File: src/rtl/clause_result_collector.sv
// Snapshots clause-array terminal outputs on start and serialises them as
// conflict/implication reports over valid/ready. Define CONFLICT_MAXLVL_EN to report backtrack level.
module clause_result_collector #(
  parameter int unsigned NUM_C     = 8,
  parameter int unsigned WIDTH_C   = 3,
  parameter int unsigned WIDTH_LVL = 16
) (
  input  logic                       clk,
  input  logic                       rst,
  input  logic                       start_i,
  input  logic [NUM_C-1:0]           imp_drv_i,
  input  logic [NUM_C-1:0]           cclause_drv_i,
  input  logic [NUM_C*WIDTH_LVL-1:0] max_lvl_i,
  output logic                       rpt_valid_o,
  input  logic                       rpt_ready_i,
  output logic                       rpt_kind_o,
  output logic [WIDTH_C-1:0]         rpt_cidx_o,
  output logic [WIDTH_LVL-1:0]       rpt_lvl_o,
  output logic                       busy_o,
  output logic                       done_o,
  output logic                       conflict_o
);

  localparam logic [1:0] ST_IDLE   = 2'd0;
  localparam logic [1:0] ST_REPORT = 2'd1;
  localparam logic [1:0] ST_DONE   = 2'd2;

  logic [1:0]                 state_q, state_d;
  logic [NUM_C-1:0]           imp_pend_q, imp_pend_d;
  logic [NUM_C-1:0]           cf_pend_q, cf_pend_d;
  logic [NUM_C*WIDTH_LVL-1:0] lvl_snap_q, lvl_snap_d;
  logic                       conflict_q, conflict_d;

  // Lowest pending implication: index, one-hot mask and its snapped level
  logic                 imp_found;
  logic [WIDTH_C-1:0]   imp_idx;
  logic [NUM_C-1:0]     imp_onehot;
  logic [WIDTH_LVL-1:0] imp_lvl;

  always_comb begin
    imp_found  = 1'b0;
    imp_idx    = '0;
    imp_onehot = '0;
    imp_lvl    = '0;
    for (int unsigned i = 0; i < NUM_C; i++) begin
      if (imp_pend_q[i] && !imp_found) begin
        imp_found     = 1'b1;
        imp_idx       = WIDTH_C'(i);
        imp_onehot[i] = 1'b1;
        imp_lvl       = lvl_snap_q[i*WIDTH_LVL +: WIDTH_LVL];
      end
    end
  end

  logic                 cf_found;
  logic [WIDTH_C-1:0]   cf_idx;
  logic [WIDTH_LVL-1:0] cf_lvl;

`ifdef CONFLICT_MAXLVL_EN
  // Backtrack level: unsigned max over every conflicting clause
  always_comb begin
    cf_found = 1'b0;
    cf_idx   = '0;
    cf_lvl   = '0;
    for (int unsigned i = 0; i < NUM_C; i++) begin
      if (cf_pend_q[i]) begin
        if (!cf_found) begin
          cf_found = 1'b1;
          cf_idx   = WIDTH_C'(i);
        end
        if (lvl_snap_q[i*WIDTH_LVL +: WIDTH_LVL] > cf_lvl)
          cf_lvl = lvl_snap_q[i*WIDTH_LVL +: WIDTH_LVL];
      end
    end
  end
`else
  always_comb begin
    cf_found = 1'b0;
    cf_idx   = '0;
    cf_lvl   = '0;
    for (int unsigned i = 0; i < NUM_C; i++) begin
      if (cf_pend_q[i] && !cf_found) begin
        cf_found = 1'b1;
        cf_idx   = WIDTH_C'(i);
        cf_lvl   = lvl_snap_q[i*WIDTH_LVL +: WIDTH_LVL];
      end
    end
  end
`endif

  always_comb begin
    state_d     = state_q;
    imp_pend_d  = imp_pend_q;
    cf_pend_d   = cf_pend_q;
    lvl_snap_d  = lvl_snap_q;
    conflict_d  = conflict_q;
    rpt_valid_o = 1'b0;
    rpt_kind_o  = 1'b0;
    rpt_cidx_o  = '0;
    rpt_lvl_o   = '0;
    done_o      = 1'b0;
    case (state_q)
      ST_IDLE: begin
        if (start_i) begin
          imp_pend_d = imp_drv_i;
          cf_pend_d  = cclause_drv_i;
          lvl_snap_d = max_lvl_i;
          conflict_d = 1'b0;
          state_d    = ST_REPORT;
        end
      end
      ST_REPORT: begin
        if (cf_found) begin
          rpt_valid_o = 1'b1;
          rpt_kind_o  = 1'b1;
          rpt_cidx_o  = cf_idx;
          rpt_lvl_o   = cf_lvl;
          if (rpt_ready_i) begin
            // A conflict supersedes every pending implication
            cf_pend_d  = '0;
            imp_pend_d = '0;
            conflict_d = 1'b1;
            state_d    = ST_DONE;
          end
        end else if (imp_found) begin
          rpt_valid_o = 1'b1;
          rpt_cidx_o  = imp_idx;
          rpt_lvl_o   = imp_lvl;
          if (rpt_ready_i)
            imp_pend_d = imp_pend_q & ~imp_onehot;
        end else begin
          state_d = ST_DONE;
        end
      end
      ST_DONE: begin
        done_o  = 1'b1;
        state_d = ST_IDLE;
      end
      default: state_d = ST_IDLE;
    endcase
  end

  always_ff @(posedge clk) begin
    if (rst) begin
      state_q    <= ST_IDLE;
      imp_pend_q <= '0;
      cf_pend_q  <= '0;
      lvl_snap_q <= '0;
      conflict_q <= 1'b0;
    end else begin
      state_q    <= state_d;
      imp_pend_q <= imp_pend_d;
      cf_pend_q  <= cf_pend_d;
      lvl_snap_q <= lvl_snap_d;
      conflict_q <= conflict_d;
    end
  end

  assign busy_o     = (state_q != ST_IDLE);
  assign conflict_o = conflict_q;

endmodule
File: config.mk
export PLATFORM = sky130hd
export DESIGN_NAME = clause_result_collector
export DESIGN_NICKNAME = d
export VERILOG_FILES = /design/src/rtl/clause_result_collector.sv
export SDC_FILE = /design/constraint.sdc
export NUM_CORES = 1
export LEC_CHECK = 0
export CORE_UTILIZATION = 27
export CTS_BUF_LIST = sky130_fd_sc_hd__clkbuf_8
export DETAILED_ROUTE_END_ITERATION = 10
export PLACE_DENSITY = 0.45
export SLEW_MARGIN = 25
export SYNTH_ARGS = -nofsm -noshare
export SYNTH_HDL_FRONTEND = slang
export SYNTH_SLANG_ARGS = --single-unit
File: constraint.sdc
create_clock -name clk -period 2.8 [get_ports clk]
set_input_delay 0.84 -clock clk [delete_from_list [all_inputs] [get_ports clk]]
set_output_delay 0.84 -clock clk [all_outputs]
set_load 0.01 [all_outputs]
**After elaboration in Yosys (flattened, before gate mapping)**

Index checks and enable logic that the tools add are counted.

- Register bits: 147
- Input port bits: 148
- Output and inout port bits: 24
- Word-level logic and storage cells: 134

- Equal/unequal tests: 9
- Mux-type cells: 83
- Bitwise gates (word level): 2
- Reduce and logical (&&, ||, !) cells: 35

Operators with widths:

| kind | count |
|---|---|
| 16-bit 2-to-1 mux | 19 |
| 8-bit 2-to-1 mux | 7 |
| 3-bit 2-to-1 mux | 15 |
| 1-bit 2-to-1 mux | 34 |
| 8-bit case mux with 2 select lines | 2 |
| 1-bit logical AND | 14 |
| 1-bit logical NOT | 14 |
| 3-bit inequality test (second input constant) | 4 |
| 8-bit bitwise AND | 1 |
| 2-bit 2-to-1 mux | 4 |
| 8-bit inverter | 1 |
| 2-bit inequality test (second input constant) | 3 |
| 5-bit AND reduction | 1 |
| 2-bit case mux with 2 select lines | 1 |
| 4-bit AND reduction | 1 |
| 2-bit nonzero test | 2 |
| 3-bit AND reduction | 1 |
| 2-bit by 1-bit equality test with 1-bit output (second input constant) | 1 |
| 2-bit equality test (second input constant) | 1 |
| 2-bit logical NOT | 1 |
| 1-bit case mux with 2 select lines | 1 |
| 2-bit AND reduction | 1 |

**Logic depth before layout (Yosys ltp)**

- Word-level depth: 28
- Depth in mapped cells: 8
- Depth with buffers taken out: 5

**Worst setup path before layout**

OpenSTA, ideal clock, no wires.

- Path kind: register to output
- Start point: reg cf_pend_q[4]
- End point: out rpt_lvl_o[11]
- Arrival time: 1.778 ns
- Required time: 1.960 ns
- Setup slack: 0.182 ns
- Stages on the path, launching flop included: 7
- Cells stage by stage: dfxtp_1 -> buf_2 -> nor4_2 -> and2_2 -> nand2_1 -> or4_1 -> o22ai_1

- Cells in the longest elaborated chain, start to end: 13
- Elaborated cells between the ends (all ways): 17
- Classes of those cells: mux: 10; reduce/logical: 7

Ends and longest elaborated chain:

| element | RTL line | text |
|---|---|---|
| start: declaration | 30 | `logic [NUM_C-1:0] cf_pend_q, cf_pend_d;` |
| start signal: assignment | 153 | `cf_pend_q <= cf_pend_d;` |
| 1-bit logical AND * | 82 | `if (cf_pend_q[i] && !cf_found) begin` |
| 1-bit 2-to-1 mux | 82 |  |
| 1-bit logical NOT | 82 |  |
| 1-bit logical AND | 82 |  |
| 1-bit 2-to-1 mux | 82 |  |
| 1-bit logical NOT | 82 |  |
| 1-bit logical AND | 82 |  |
| 1-bit 2-to-1 mux | 82 |  |
| 1-bit logical NOT | 82 |  |
| 1-bit logical AND | 82 |  |
| 16-bit 2-to-1 mux or 1-bit 2-to-1 mux (tied branches) | 82 |  |
| 16-bit 2-to-1 mux * | 113 | `if (cf_found) begin` |
| 16-bit 2-to-1 mux * | 102 | `case (state_q)` |
| end: declaration | 18 | `output logic [WIDTH_LVL-1:0] rpt_lvl_o,` |

Every way passes the cells marked *; elsewhere a longest branch is shown, timed or not.

**Worst setup path in the final report**

- Start point: reg imp_pend_q[0]
- End point: out rpt_lvl_o[4]

- Cells in the longest elaborated chain, start to end: 25
- Elaborated cells between the ends (all ways): 33
- Classes of those cells: mux: 19; reduce/logical: 14

Ends and longest elaborated chain:

| element | RTL line | text |
|---|---|---|
| start: declaration | 29 | `logic [NUM_C-1:0] imp_pend_q, imp_pend_d;` |
| start signal: assignment | 152 | `imp_pend_q <= imp_pend_d;` |
| 1-bit 2-to-1 mux | 46 | `if (imp_pend_q[i] && !imp_found) begin` |
| 1-bit logical NOT | 46 |  |
| 1-bit logical AND | 46 |  |
| 1-bit 2-to-1 mux | 46 |  |
| 1-bit logical NOT | 46 |  |
| 1-bit logical AND | 46 |  |
| 1-bit 2-to-1 mux | 46 |  |
| 1-bit logical NOT | 46 |  |
| [9 not listed] | -- |  |
| 1-bit logical AND | 46 |  |
| 1-bit 2-to-1 mux | 46 |  |
| 1-bit logical NOT | 46 |  |
| 1-bit logical AND | 46 |  |
| 16-bit 2-to-1 mux or 1-bit 2-to-1 mux (tied branches) | 46 |  |
| 16-bit 2-to-1 mux * | 125 | `end else if (imp_found) begin` |
| 16-bit 2-to-1 mux * | 113 |  |
| 16-bit 2-to-1 mux * | 102 |  |

Marks and branches as above.

==> metrics.yaml <==
run_status:
  status: "finished, violations left"
  violations: "negative setup slack"
setup_path:
  reg2regPathDepth: 9
  worst_ep_required_time_ns: 1.96
  critPathMaxFanout: 5
  crit_start: "imp_pend_q[0]"
  r2r-start: "cf_pend_q[3]"
  reg2reg_to: "imp_pend_q[7]"
  cp-endpoint: "rpt_lvl_o[4]"
  worstPathArrival_ns: 2.46
  path_class: "flip-flop to output pin"
  critPathLaunchType: "flip-flop"
  rrSetupSlack_ns: 0.55
  cp-end-kind: "output pin"
floorplanning:
  die_area_mm2: 0.0302
  initial_utilization: 0.276
  top_level_ports: 172
  num_rows: 62
  die_y_um: 174
  die_w_um: 174
  coreArea_mm2: 0.0289
logic_synthesis:
  syn_area_mm2: 0.00796
  ys_warn_count: 0
  yosys-top-cells-area: "dfxtp_1, nand2_1, a21oi_1, clkbuf_1, a22oi_1"
  async_reset_ff_frac: 0
  synth_enable_flop_cells: 0
  synth.avg_cell_area_um2: 6.99
  synth_ff_type: "dfxtp_1"
  synth_top_area_frac: 0.370
  synth.largest_area_cell: "dfxtp_1"
  seq_area_frac_synth: 0.370
  syn_inst: 1139
  ys_ff_latch: 147
  synth_cell_types: 59
  syn_nets: 1287
final_layout:
  layout_commonest_cell: "nand2_1"
  drive_above_1_share: 0.217
  area_growth_pct: 50.8
  utilization: 0.416
  finalNonFillerCells: 1801
  finalNetCount: 1552
  layout_common_cells: "nand2_1, a21oi_1, clkdlybuf4s50_1, buf_4, dfxtp_1"
  antenna_cells: 0
timing:
  whs_ns: 0.463
  maxSlewViolCount: 0
  tns_ns: -8.03
  rsz0062_at_grt: "true"
  setup_slack_ns: -0.501
  layout_min_cycle_time_ns: 3.30
  hold_viol_final: 0
  final-setup-viol-count: 20
  min_period_over_period: 1.18
  fin_skew_ns: 0.0164
  fmax_mhz: 303
  tightest_slew_ns: 0.521
  relSlewSlack: 0.649
cts:
  cts-htree-levels: 4
  cts_tree: "yes"
  cts_buffers: 17
  path_clk_slew_ns: 0.10
  cts_sinks: 147
  clk_path_buf_depth: 2
  cts_root_buf: "clkbuf_8"
  clk_latency_ns: 0.47
placement:
  post-dp-hpwl_mm: 26.3
  place.gp.congestion: 0.898
  numPortBuffers: 171
  dpl.cell_count: 1743
  dp_slack_ns: -0.507
routing:
  dr.pass1.iters: 7
  drt-total-wl_mm: 34.6
  wl_per_cell_um: 19.2
  drcViolationCount: 0
  drtIter0Drc: 662
  drtAntennaViolNets: 0
  routed_via_density: 5.08
  vias: 9150
global_routing:
  grt_pass1_wl_mm: 52.1
  grt.total_usage: 0.227
  grt_max_degree: 83
  grt_antenna_before_repair: 0
  grt_pass1_vias: 8768
  overflow: 0
hold_path:
  holdPathStages: 2
  hp-class: "flip-flop to flip-flop"
power_and_ir_drop:
  p_leak_nw: 4.53
  ir_drop_mv: 0.287
  p_per_area_mw_per_mm2: 553
flow_run:
  drv_cap: 0
metrics by stage:
stage / instance area (um2) / power [mW]
3_3_place_gp: 11000 / 4.64
2_1_floorplan: 7960 / 3.46
4_1_cts: 11800 / 6.57
3_5_place_dp: 11000 / 4.64
5_1_grt: 12000 / 6.95
6_report: 12000 / 6.64
worst min path at each step:
stage,slack [ns],end,from
2_1_floorplan,0.44,lvl_snap_q[80],lvl_snap_q[80]
3_3_place_gp,0.45,lvl_snap_q[82],lvl_snap_q[82]
3_5_place_dp,0.45,lvl_snap_q[82],lvl_snap_q[82]
4_1_cts,0.46,lvl_snap_q[82],lvl_snap_q[82]
5_1_grt,0.49,lvl_snap_q[95],lvl_snap_q[95]
6_report,0.46,lvl_snap_q[82],lvl_snap_q[82]
synthesized netlist by cell type, types with 2 or more instances:
| master | count |
|---|---|
| o22ai_1 | 3 |
| a31oi_1 | 3 |
| a2bb2oi_1 | 2 |
| a211oi_1 | 19 |
| and2_1 | 3 |
| o221ai_1 | 4 |
| buf_4 | 2 |
| a32o_1 | 4 |
| or4_1 | 3 |
| o31ai_1 | 6 |
| nor2b_1 | 14 |
| clkbuf_1 | 77 |
| nand2_2 | 2 |
| and3_1 | 2 |
| nand3_1 | 13 |
| buf_1 | 8 |
| inv_1 | 21 |
| o211ai_1 | 16 |
| a211o_1 | 4 |
| dfxtp_1 | 147 |
| nand3b_1 | 17 |
| nor3_1 | 9 |
| nand2_1 | 353 |
| a22o_1 | 3 |
| a22oi_1 | 27 |
| nor4_2 | 2 |
| o32ai_1 | 6 |
| nor2_1 | 28 |
| a221oi_1 | 20 |
| a21o_1 | 7 |
| a31o_1 | 2 |
| a311oi_1 | 4 |
| buf_6 | 2 |
| buf_2 | 16 |
| a21oi_1 | 203 |
| o21ai_0 | 38 |
| o21ai_1 | 6 |
| nand2b_1 | 21 |
| a221o_1 | 2 |
report_power, final:
part / internal (mW) / total, mW / switching, mW / leakage (nW)
Sequential: 2.26 / 2.43 / 0.176 / 1.21
Combinational: 1.18 / 2.44 / 1.26 / 3.12
Clock: 0.749 / 1.76 / 1.01 / 0.204
Total: 4.18 / 6.64 / 2.45 / 4.53
flip-flops by register name, indices dropped and copies added, names as in the netlist:
register / count
state_q: 2
lvl_snap_q: 128
cf_pend_q: 8
imp_pend_q: 8
conflict_o: 1
metal layers:
metal	GRT usage	wire length, um
met2	0.340	15000
met3	0.0327	1600
met5	0	0
met1	0.333	17300
met4	0.0698	772
cell families (layout without fill, tap and decap cells):
logic type,count (synthesis),count (layout),synth area share
AND/OR/NAND/NOR,478,478,0.264
AO/OA/AOI/OAI,387,387,0.300
flip-flops,147,147,0.370
buffers and inverters,126,404,0.0648
multiplexers,1,1,0.00141
what timing repair did:
item                       CTS  global route
setup endpoints to repair   21            20
cloned                       0             0
hold buffers                 0             0
gates resized for setup    164            33
pin swaps                   35            29
buffers inserted            20             9
critical path, cell delays in order (launching register included):
cell	delay, ns
dfxtp_4	0.39
buf_6	0.12
nor4b_4	0.28
buf_4	0.17
buf_6	0.10
buf_6	0.09
a22oi_2	0.04
o211ai_1	0.18
a21oi_2	0.11
o32ai_2	0.26
buf_4	0.15
buf_6	0.09
area by class of cell:
type,instances,area [um2]
Clock buffer,17,234
Fill cell,3034,16900
Clock inverter,15,168
Timing Repair Buffer,351,3250
Multi-Input combinational cell,866,4820
Sequential cell,147,2970
Inverter,21,82.6
Tap cell,384,480
No activity file was read; power rests on OpenSTA's default activity.
